File: src/rtl/alu_pkg.sv
// Shared definitions for the sequential ALU: operand width, opcodes and FSM states.
package alu_pkg;

  localparam int unsigned WIDTH = 32;
  localparam int unsigned CNT_W = 5;

  localparam logic [2:0] OP_AND = 3'b000;
  localparam logic [2:0] OP_OR  = 3'b001;
  localparam logic [2:0] OP_ADD = 3'b010;
  localparam logic [2:0] OP_XOR = 3'b011;
  localparam logic [2:0] OP_NOR = 3'b100;
  localparam logic [2:0] OP_SRL = 3'b101;
  localparam logic [2:0] OP_SUB = 3'b110;
  localparam logic [2:0] OP_SLT = 3'b111;

  typedef enum logic [1:0] {
    S_IDLE = 2'd0,
    S_EXEC = 2'd1,
    S_DONE = 2'd2
  } state_t;

endpackage

File: src/rtl/alu_logic_core.sv
// Single-cycle combinational ALU for every opcode except SRL.
module alu_logic_core
  import alu_pkg::*;
(
  input  logic [WIDTH-1:0] a,
  input  logic [WIDTH-1:0] b,
  input  logic [2:0]       op,
  output logic [WIDTH-1:0] result,
  output logic             overflow
);

  logic             is_sub;
  logic [WIDTH-1:0] b_eff;
  logic [WIDTH-1:0] sum;
  logic             sum_ovf;

  assign is_sub  = (op == OP_SUB) || (op == OP_SLT);
  assign b_eff   = is_sub ? (~b + WIDTH'(1)) : b;
  assign sum     = a + b_eff;
  // Overflow uses the negated operand, so SUB and SLT share the ADD rule.
  assign sum_ovf = (a[WIDTH-1] == b_eff[WIDTH-1]) && (sum[WIDTH-1] != a[WIDTH-1]);

  always_comb begin
    result   = '0;
    overflow = 1'b0;
    case (op)
      OP_AND: result = a & b;
      OP_OR:  result = a | b;
      OP_NOR: result = ~(a | b);
      OP_XOR: result = a ^ b;
      OP_ADD, OP_SUB: begin
        result   = sum;
        overflow = sum_ovf;
      end
      OP_SLT: result[0] = sum[WIDTH-1] ^ sum_ovf;
      default: result = a;
    endcase
  end

endmodule

File: src/rtl/alu_seq_unit.sv
// Multi-cycle ALU stage: latches operands on start, shifts SRL one bit per cycle,
// and publishes registered res/zero/overflow with a one-cycle done pulse.
module alu_seq_unit
  import alu_pkg::*;
(
  input  logic             clk,
  input  logic             rst,
  input  logic             start,
  input  logic [2:0]       op,
  input  logic [WIDTH-1:0] A,
  input  logic [WIDTH-1:0] B,
  output logic [WIDTH-1:0] res,
  output logic             zero,
  output logic             overflow,
  output logic             busy,
  output logic             done
);

  state_t           state;
  logic [WIDTH-1:0] a_q;
  logic [WIDTH-1:0] b_q;
  logic [2:0]       op_q;
  logic [CNT_W-1:0] cnt;
  logic [WIDTH-1:0] core_res;
  logic             core_ovf;

  alu_logic_core u_core (
    .a        (a_q),
    .b        (b_q),
    .op       (op_q),
    .result   (core_res),
    .overflow (core_ovf)
  );

  // a_q doubles as the SRL working register; the core ignores it for SRL.
  always_ff @(posedge clk) begin
    if (rst) begin
      state    <= S_IDLE;
      a_q      <= '0;
      b_q      <= '0;
      op_q     <= '0;
      cnt      <= '0;
      res      <= '0;
      zero     <= 1'b1;
      overflow <= 1'b0;
      busy     <= 1'b0;
      done     <= 1'b0;
    end else begin
      case (state)
        S_IDLE, S_DONE: begin
          done <= 1'b0;
          if (start) begin
            a_q   <= A;
            b_q   <= B;
            op_q  <= op;
            cnt   <= (op == OP_SRL) ? B[CNT_W-1:0] : '0;
            state <= S_EXEC;
            busy  <= 1'b1;
          end else begin
            state <= S_IDLE;
            busy  <= 1'b0;
          end
        end
        S_EXEC: begin
          if ((op_q == OP_SRL) && (cnt != '0)) begin
            a_q <= a_q >> 1;
            cnt <= cnt - CNT_W'(1);
          end else begin
            state <= S_DONE;
            busy  <= 1'b0;
            done  <= 1'b1;
            if (op_q == OP_SRL) begin
              res      <= a_q;
              zero     <= (a_q == '0);
              overflow <= 1'b0;
            end else begin
              res      <= core_res;
              zero     <= (core_res == '0);
              overflow <= core_ovf;
            end
          end
        end
        default: begin
          state <= S_IDLE;
          busy  <= 1'b0;
          done  <= 1'b0;
        end
      endcase
    end
  end

endmodule

File: config.mk
export PLATFORM = sky130hd
export DESIGN_NAME = alu_seq_unit
export DESIGN_NICKNAME = d
export VERILOG_FILES = /design/src/rtl/alu_pkg.sv /design/src/rtl/alu_logic_core.sv /design/src/rtl/alu_seq_unit.sv
export SDC_FILE = /design/constraint.sdc
export NUM_CORES = 1
export LEC_CHECK = 0
export ABC_AREA = 1
export BUFFER_PORTS_ARGS = -buffer_cell sky130_fd_sc_hd__buf_2
export CAP_MARGIN = 10
export CORE_MARGIN = 2
export CORE_UTILIZATION = 50
export CTS_CLUSTER_DIAMETER = 120
export DETAILED_ROUTE_END_ITERATION = 12
export GPL_TIMING_DRIVEN = 0
export PLACE_DENSITY = 0.81
export SLEW_MARGIN = 15
export SYNTH_ARGS = -nofsm -noshare
export SYNTH_HDL_FRONTEND = slang
export SYNTH_SLANG_ARGS = --single-unit
File: constraint.sdc
create_clock -name clk -period 4.3 [get_ports clk]
set_input_delay 0.43 -clock clk [delete_from_list [all_inputs] [get_ports clk]]
set_output_delay 0.43 -clock clk [all_outputs]
set_load 0.01 [all_outputs]
==> impl_metrics.json, run 1 <==
{
  "dp_hpwl_um": 26700,
  "worstHoldEndpoint": "a_q[7]",
  "r2r-end": "zero",
  "synth-async-reset-ratio_pct": 0,
  "syn_area_um2": 9530,
  "overflow": 0,
  "placementRows": 50,
  "clock-root-buffer": "clkbuf_16",
  "first_global_vias": 9638,
  "first_iter_violations": 1356,
  "max_slew_margin_pct": 37.2,
  "min_path_cells": 3,
  "synthesis.nets": 1714,
  "drive_gt1_share_pct": 14.4,
  "regArea_um2": 2180,
  "cts_hold_buf": 0,
  "min_from": "A[7]",
  "synth_edf_count": 0,
  "grt_max_degree": 19,
  "cts_tree": "yes",
  "num_antenna_cells": 0,
  "finalHoldViolations": 0,
  "fill_cells": 1783,
  "slowest_delay_ps": 340,
  "grt_use_total_pct": 32.6,
  "synth_warnings": 0,
  "synth-simple-area-share_pct": 28.5,
  "hold_slack_ps": 332,
  "crit_slowest_cell": "dfxtp_2",
  "grt_pass1_wl_um": 51200,
  "startpoint": "b_q[0]",
  "cts_made_buffers": 9,
  "worstMarginPinSlew_ps": 939,
  "drc": 0,
  "synthMuxAreaShare_pct": 0,
  "synth-xor-area-share_pct": 2.94,
  "clock_latency_ps": 360,
  "synth-seq-cells": 109,
  "io_buffers": 104,
  "timing.rr.start": "b_q[0]",
  "timing.setup.tns_ps": 0,
  "ios": 106,
  "die_w_um": 142,
  "clkSinkCount": 109,
  "place_inst": 1882,
  "core_um2": 18700,
  "ant_nets": 0,
  "dieArea_um2": 20200,
  "nNetsFinal": 1840,
  "die_h_um": 142,
  "skew_ps": 11.6,
  "final_common_cell": "nand2_1",
  "worstPathArrival_ps": 4470,
  "final_cells": 1909,
  "r2r_cells": 29,
  "max_freq_mhz": 240,
  "finalCriticalPeriod_ps": 4170,
  "cp_data_required_time_ps": 4600,
  "crit_top_cell": "nand2_1",
  "finalSetupViolCount": 0,
  "crit_fanout": 5,
  "end_kind": "flop",
  "gp_congestion": 0.977,
  "cts.path.max_buffers": 2,
  "hold_class": "in -> reg",
  "wl_per_cell_um": 17.6,
  "seq_area_frac_synth_pct": 22.9,
  "multi_input_area_um2": 6420,
  "cap_violations": 0,
  "start_kind": "flop",
  "p_leak_uw": 0.00568,
  "drt_wl_total_um": 33600,
  "avgSynthCellArea_um2": 6.17,
  "pre_cts_slack_ps": -142,
  "irDropWorstVdd_mv": 0.200,
  "synth_compound_area_share_pct": 20.4,
  "worst_slack_ps": 133,
  "p_per_area_nw_per_um2": 292,
  "synthCells": 1544,
  "final_cell_mix": "nand2_1 (439), inv_1 (219), o21ai_0 (141)",
  "first_pass_iters": 5,
  "syn_to_final_growth_pct": 14.9,
  "slew_violations": 0,
  "final.period_utilization_pct": 96.9,
  "status": "finished, final reports clean",
  "rrSetupSlack_ps": 130,
  "crit_type": "reg -> reg",
  "synth_top_family_by_area": "simple AND/OR/NAND/NOR gates",
  "initial_utilization_pct": 50.9,
  "synth_flop_cell": "dfxtp_1",
  "clk_pin_slew_worst_paths_ps": 80,
  "antenna_found_initial": 0,
  "vias": 11000,
  "route.detailed.vias_per_inst": 5.76,
  "yosys.area_share.adder_pct": 13.2,
  "synth_cell_types": 41,
  "h-tree-depth": 3,
  "power.total_uw": 3190
}
report_power, final:
group | leakage, uW | internal [uW] | switching (uW) | total, uW
clock network | 0.000137 | 414 | 414 | 828
logic | 0.00464 | 404 | 765 | 1170
registers | 0.000902 | 1090 | 104 | 1190
area by class of cell:
type	instances	area share, %
buffer	58	2.48
clock buffer	10	2.18
clock inverter	6	0.412
inverter	235	8.08
multi-input combinational	1142	58.7
sequential	109	20.0
tap	234	2.68
timing repair buffer	115	5.51
synth_stat cells (all sizes together) (2+ instances only):
| library cell | number | area share, % |
|---|---|---|
| nor4 | 2 | 0.13 |
| xor2 | 32 | 2.9 |
| dfxtp | 109 | 23 |
| nand3 | 68 | 3.6 |
| o2111ai | 2 | 0.18 |
| and2 | 5 | 0.33 |
| nor3 | 10 | 0.70 |
| o31ai | 3 | 0.29 |
| or2 | 8 | 0.53 |
| nand2 | 460 | 18 |
| nor2 | 105 | 4.2 |
| a211oi | 20 | 1.6 |
| a221oi | 9 | 0.83 |
| a31oi | 43 | 2.8 |
| nand3b | 3 | 0.24 |
| buf | 23 | 1.5 |
| a21o | 2 | 0.16 |
| a21oi | 94 | 4.9 |
| clkbuf | 35 | 1.4 |
| inv | 235 | 9.3 |
| ha | 99 | 13 |
| o21ai | 149 | 7.8 |
| o221ai | 7 | 0.64 |
| nand4 | 6 | 0.39 |
| o211ai | 12 | 0.95 |
worst max-delay path, delay by kind of cell (launching register included):
family	cells	cell delay (ps)
flops	1	340
buf+inv	4	230
simple gates	20	2340
compound gates	2	460
fa+ha+maj	2	480
xor+xnor	1	230
what timing repair did:
item | 4_1_cts | 5_1_grt
setup endpoints to repair | 1 | 8
cloned | 0 | 0
resized for setup | 4 | 70
pin swaps | 0 | 30
setup buffers | 0 | 11
logic make-up after synthesis:
| logic type | count (synthesis) |
|---|---|
| compound gates | 342 |
| xor+xnor | 32 |
| fa+ha+maj | 100 |
| buf+inv | 293 |
| flops | 109 |
| simple gates | 668 |
routing by layer:
metal  wire [um]  vias to the layer above  GRT usage (%)
li1            -                     5254              -
met2       14400                      622           51.0
met1       14400                     5040           45.6
met4        1190                        0           12.3
met3        3560                       85           4.44
met5           0                        -              0
per-stage QoR:
stage | cell area (um2) | utilization, %
after global routing | 10900 | 58.5
after floorplan | 9530 | -
after global placement | 10300 | 55.3
final | 10900 | 58.5
after detailed placement | 10300 | 55.3
after CTS | 10600 | 56.9
sequential cells by signal, summed over array words and instances (netlist names):
register,flops
op_q,3
cnt,5
zero,1
busy,1
res,32
a_q,32
done,1
b_q,32
state,1
overflow,1
worst max path at each step:
stage | endpoint | slack (ps) | cells past startpoint
detailed placement | zero | -140 | 28
floorplan | zero | 960 | 29
finish | zero | 130 | 29
global placement | zero | -90 | 28
CTS | zero | 6 | 29
global route | zero | -10 | 29
Note: power is estimated with default switching activity, not from simulation.
==> run 2, diff against run 1 <==
Settings changed: ABC_AREA 1 to 0, CORE_MARGIN 2 to 4, CTS_BUF_LIST from default to sky130_fd_sc_hd__clkbuf_4.
==> run 2 against run 1 <==
The run now ends with negative setup slack left. Core utilization rose by 3.5 points. Combinational power fell by 16%. Register-to-register slack got worse by 650 ps. First-iteration DRC count rose by 3.0%. Largest power group unchanged. Fmax fell by 13%. Largest cell class unchanged. Die area rose by 0.85%. Clock-buffer cell count fell by 1. Hold slack got worse by 220 ps. Setup slack got worse by 650 ps. Clock power fell by 21%. Area after synthesis fell by 4.9%. Highest routed layer unchanged.
==> impl_metrics.json, run 2 <==
{
  "grt_pass1_wl_um": 49500,
  "gr-usage-met3_pct": 4.69,
  "status": "finished with violations",
  "rrSetupSlack_ps": -510,
  "cp_data_required_time_ps": 4760,
  "cts_made_buffers": 9,
  "syn_to_final_growth_pct": 19.9,
  "avgSynthCellArea_um2": 7.34,
  "synth_warnings": 0,
  "irDropWorstVdd_mv": 0.168,
  "violations": "negative setup slack",
  "cts.path.max_buffers": 2,
  "clock_power_share_pct": 23.2,
  "reg.largest.list": "a_q x32, b_q x32, res x32",
  "antenna_found_initial": 2,
  "synth_edf_count": 0,
  "placementRows": 48,
  "die_w_um": 143,
  "vias": 9989,
  "drc": 0,
  "hold_class": "in -> reg",
  "timing.rr.start": "b_q[2]",
  "die_h_um": 143,
  "yosysMostFrequentCell": "nand2_1",
  "worstMarginPinSlew_ps": 853,
  "synth_flop_cell": "dfxtp_1",
  "startpoint": "b_q[2]",
  "synth_commonest_cells": "nand2_1 (203), nor2_1 (118), dfxtp_1 (109), a21oi_1 (104), ha_1 (99)",
  "finalSetupViolCount": 3,
  "clk_pin_slew_worst_paths_ps": 180,
  "gp_congestion": 0.978,
  "clock_latency_ps": 540,
  "grt_use_total_pct": 30.6,
  "p_leak_uw": 0.00453,
  "route.detailed.vias_per_inst": 6.21,
  "first_global_vias": 9204,
  "worstPathArrival_ps": 5270,
  "syn_area_um2": 9060,
  "seq_area_frac_synth_pct": 24.1,
  "switching_share_pct": 39.3,
  "finalHoldViolations": 0,
  "combPwrFrac_pct": 34.7,
  "crit_slowest_cell": "or4_4",
  "fin_area_um2": 10900,
  "first_pass_iters": 7,
  "max_freq_mhz": 208,
  "place_inst": 1563,
  "final_cell_mix": "nand2_1 (194), nor2_1 (115), buf_2 (105)",
  "p_switching_uw": 1110,
  "slew_violations": 0,
  "dp_hpwl_um": 25000,
  "wl_per_cell_um": 20.1,
  "synth_cell_types": 69,
  "nNetsFinal": 1545,
  "cp_cell_sequence": "or4_4, or4_4, o31ai_2, xnor2_1, ha_1, nand2_2, nor3_1, o211ai_1, buf_4, a31oi_1, xor2_1, a22oi_1, o211ai_1, nor4_2, nand4_1, or4_1, o21ai_1",
  "crit_fanout": 4,
  "r2r-end": "zero",
  "io_buffers": 104,
  "grt_max_degree": 29,
  "final_common_cell": "nand2_1",
  "final.period_utilization_pct": 112,
  "overflow": 0,
  "cts_hold_buf": 0,
  "core_um2": 17500,
  "finalCriticalPeriod_ps": 4810,
  "p_int_uw": 1720,
  "synthCells": 1234,
  "h-tree-depth": 3,
  "skew_ps": 30.3,
  "ios": 106,
  "yosys-top-cells-area": "dfxtp_1 (24%), ha_1 (14%), nand2_1 (8.4%), a21oi_1 (5.7%), nor2_1 (4.9%)",
  "cts_tree": "yes",
  "synth-async-reset-ratio_pct": 0,
  "drt_wl_total_um": 32300,
  "met1_usage_pct": 44.2,
  "synthesis.nets": 1404,
  "endpoint": "zero",
  "cp_num_buf_inv": 1,
  "hold_slack_ps": 112,
  "final_cells": 1608,
  "cp_top_family": "simple AND/OR/NAND/NOR gates",
  "yosysTopAreaCellShare_pct": 24.1,
  "seqPwrFrac_pct": 42.1,
  "busiest_layer": "met2",
  "r2r_cells": 17,
  "yosys.area.top_type": "dfxtp_1",
  "clock-root-buffer": "clkbuf_4",
  "crit_type": "reg -> reg",
  "clkSinkCount": 109,
  "initial_utilization_pct": 51.7,
  "cap_violations": 0,
  "worst_slack_ps": -513,
  "p_per_area_nw_per_um2": 260,
  "end_kind": "flop",
  "ant_nets": 0,
  "first_iter_violations": 1397,
  "slowest_delay_ps": 550,
  "synth-seq-cells": 109,
  "start_kind": "flop",
  "max_slew_margin_pct": 43.1,
  "rsz0062_at_grt": "yes",
  "use_met2_pct": 46.6,
  "dpl_cell_area_um2": 9960,
  "dieArea_um2": 20300,
  "drive_gt1_share_pct": 19.7,
  "cp_num_cells": 17
}
-- run 2: changes by cell type after synthesis, sizes merged, moves of 18 or more --
cell / previous run / this run
nand2: 460 / 204
inv: 235 / 73
o21ai: 149 / 46
nand3: 68 / 18
clkbuf: 35 / 75
xnor2: 0 / 37
a311oi: 0 / 35
a22oi: 0 / 34
a31oi: 43 / 11
mux2i: 0 / 32
o22ai: 0 / 29
xor2: 32 / 14
-- run 2: cells by family after synthesis --
logic type	Yosys count	synth area share, %
xor+xnor	51	4.93
compound gates	350	25.4
simple gates	435	21.5
buf+inv	155	6.45
mux	33	3.66
flops	109	24.1
fa+ha+maj	101	14.0
-- run 2: how the worst min path moves through the flow --
stage	start	endpoint	cells after the start	slack (ps)
detailed placement	res[12]	res[12]	2	450
CTS	B[10]	b_q[10]	3	100
finish	B[23]	b_q[23]	3	110
floorplan	b_q[19]	b_q[19]	2	450
global placement	res[7]	res[7]	2	440
global route	B[10]	b_q[10]	3	100
-- run 2: power by group through the flow --
stage	registers [uW]	logic (uW)	clock network (uW)
after global routing	1200	1070	693
final	1190	982	656
after floorplan	1170	614	0
after detailed placement	1200	858	0
after CTS	1180	902	657
after global placement	1200	837	0
-- run 2: layout make-up --
| type | instances | area [um2] |
|---|---|---|
| antenna | 3 | 7.51 |
| buffer | 73 | 323 |
| clock buffer | 9 | 67.6 |
| clock inverter | 7 | 119 |
| fill | 1583 | 6670 |
| inverter | 73 | 274 |
| multi-input combinational | 970 | 6810 |
| sequential | 109 | 2200 |
| tap | 225 | 282 |
| timing repair buffer | 139 | 783 |
-- run 2: through the flow --
step | util [%] | setup TNS, ps | worst slack, ps | total power [uW]
after floorplan | - | -120 | -120 | 1780
after global placement | 56.8 | -6250 | -1140 | 2040
after detailed placement | 56.8 | -6850 | -1160 | 2060
after CTS | 59.7 | -672 | -482 | 2740
after global routing | 62.0 | -1390 | -629 | 2960
final | 62.0 | -676 | -513 | 2830
-- run 2: repair_timing --
action,4_1_cts,5_1_grt
pin swaps,29,24
setup endpoints to repair,19,33
gates cloned,0,0
buffers inserted,20,15
resized for setup,55,69
-- run 2: worst min-delay path, cell delays in order --
cell and delay, ps:
buf_2 90, nand2_1 40, a21oi_1 50
-- run 2: metal layers --
metal,vias to the layer above,share of wire [%]
met4,0,3.0
met3,84,11
met5,-,0
met1,4635,43
met2,593,43
li1,4677,-
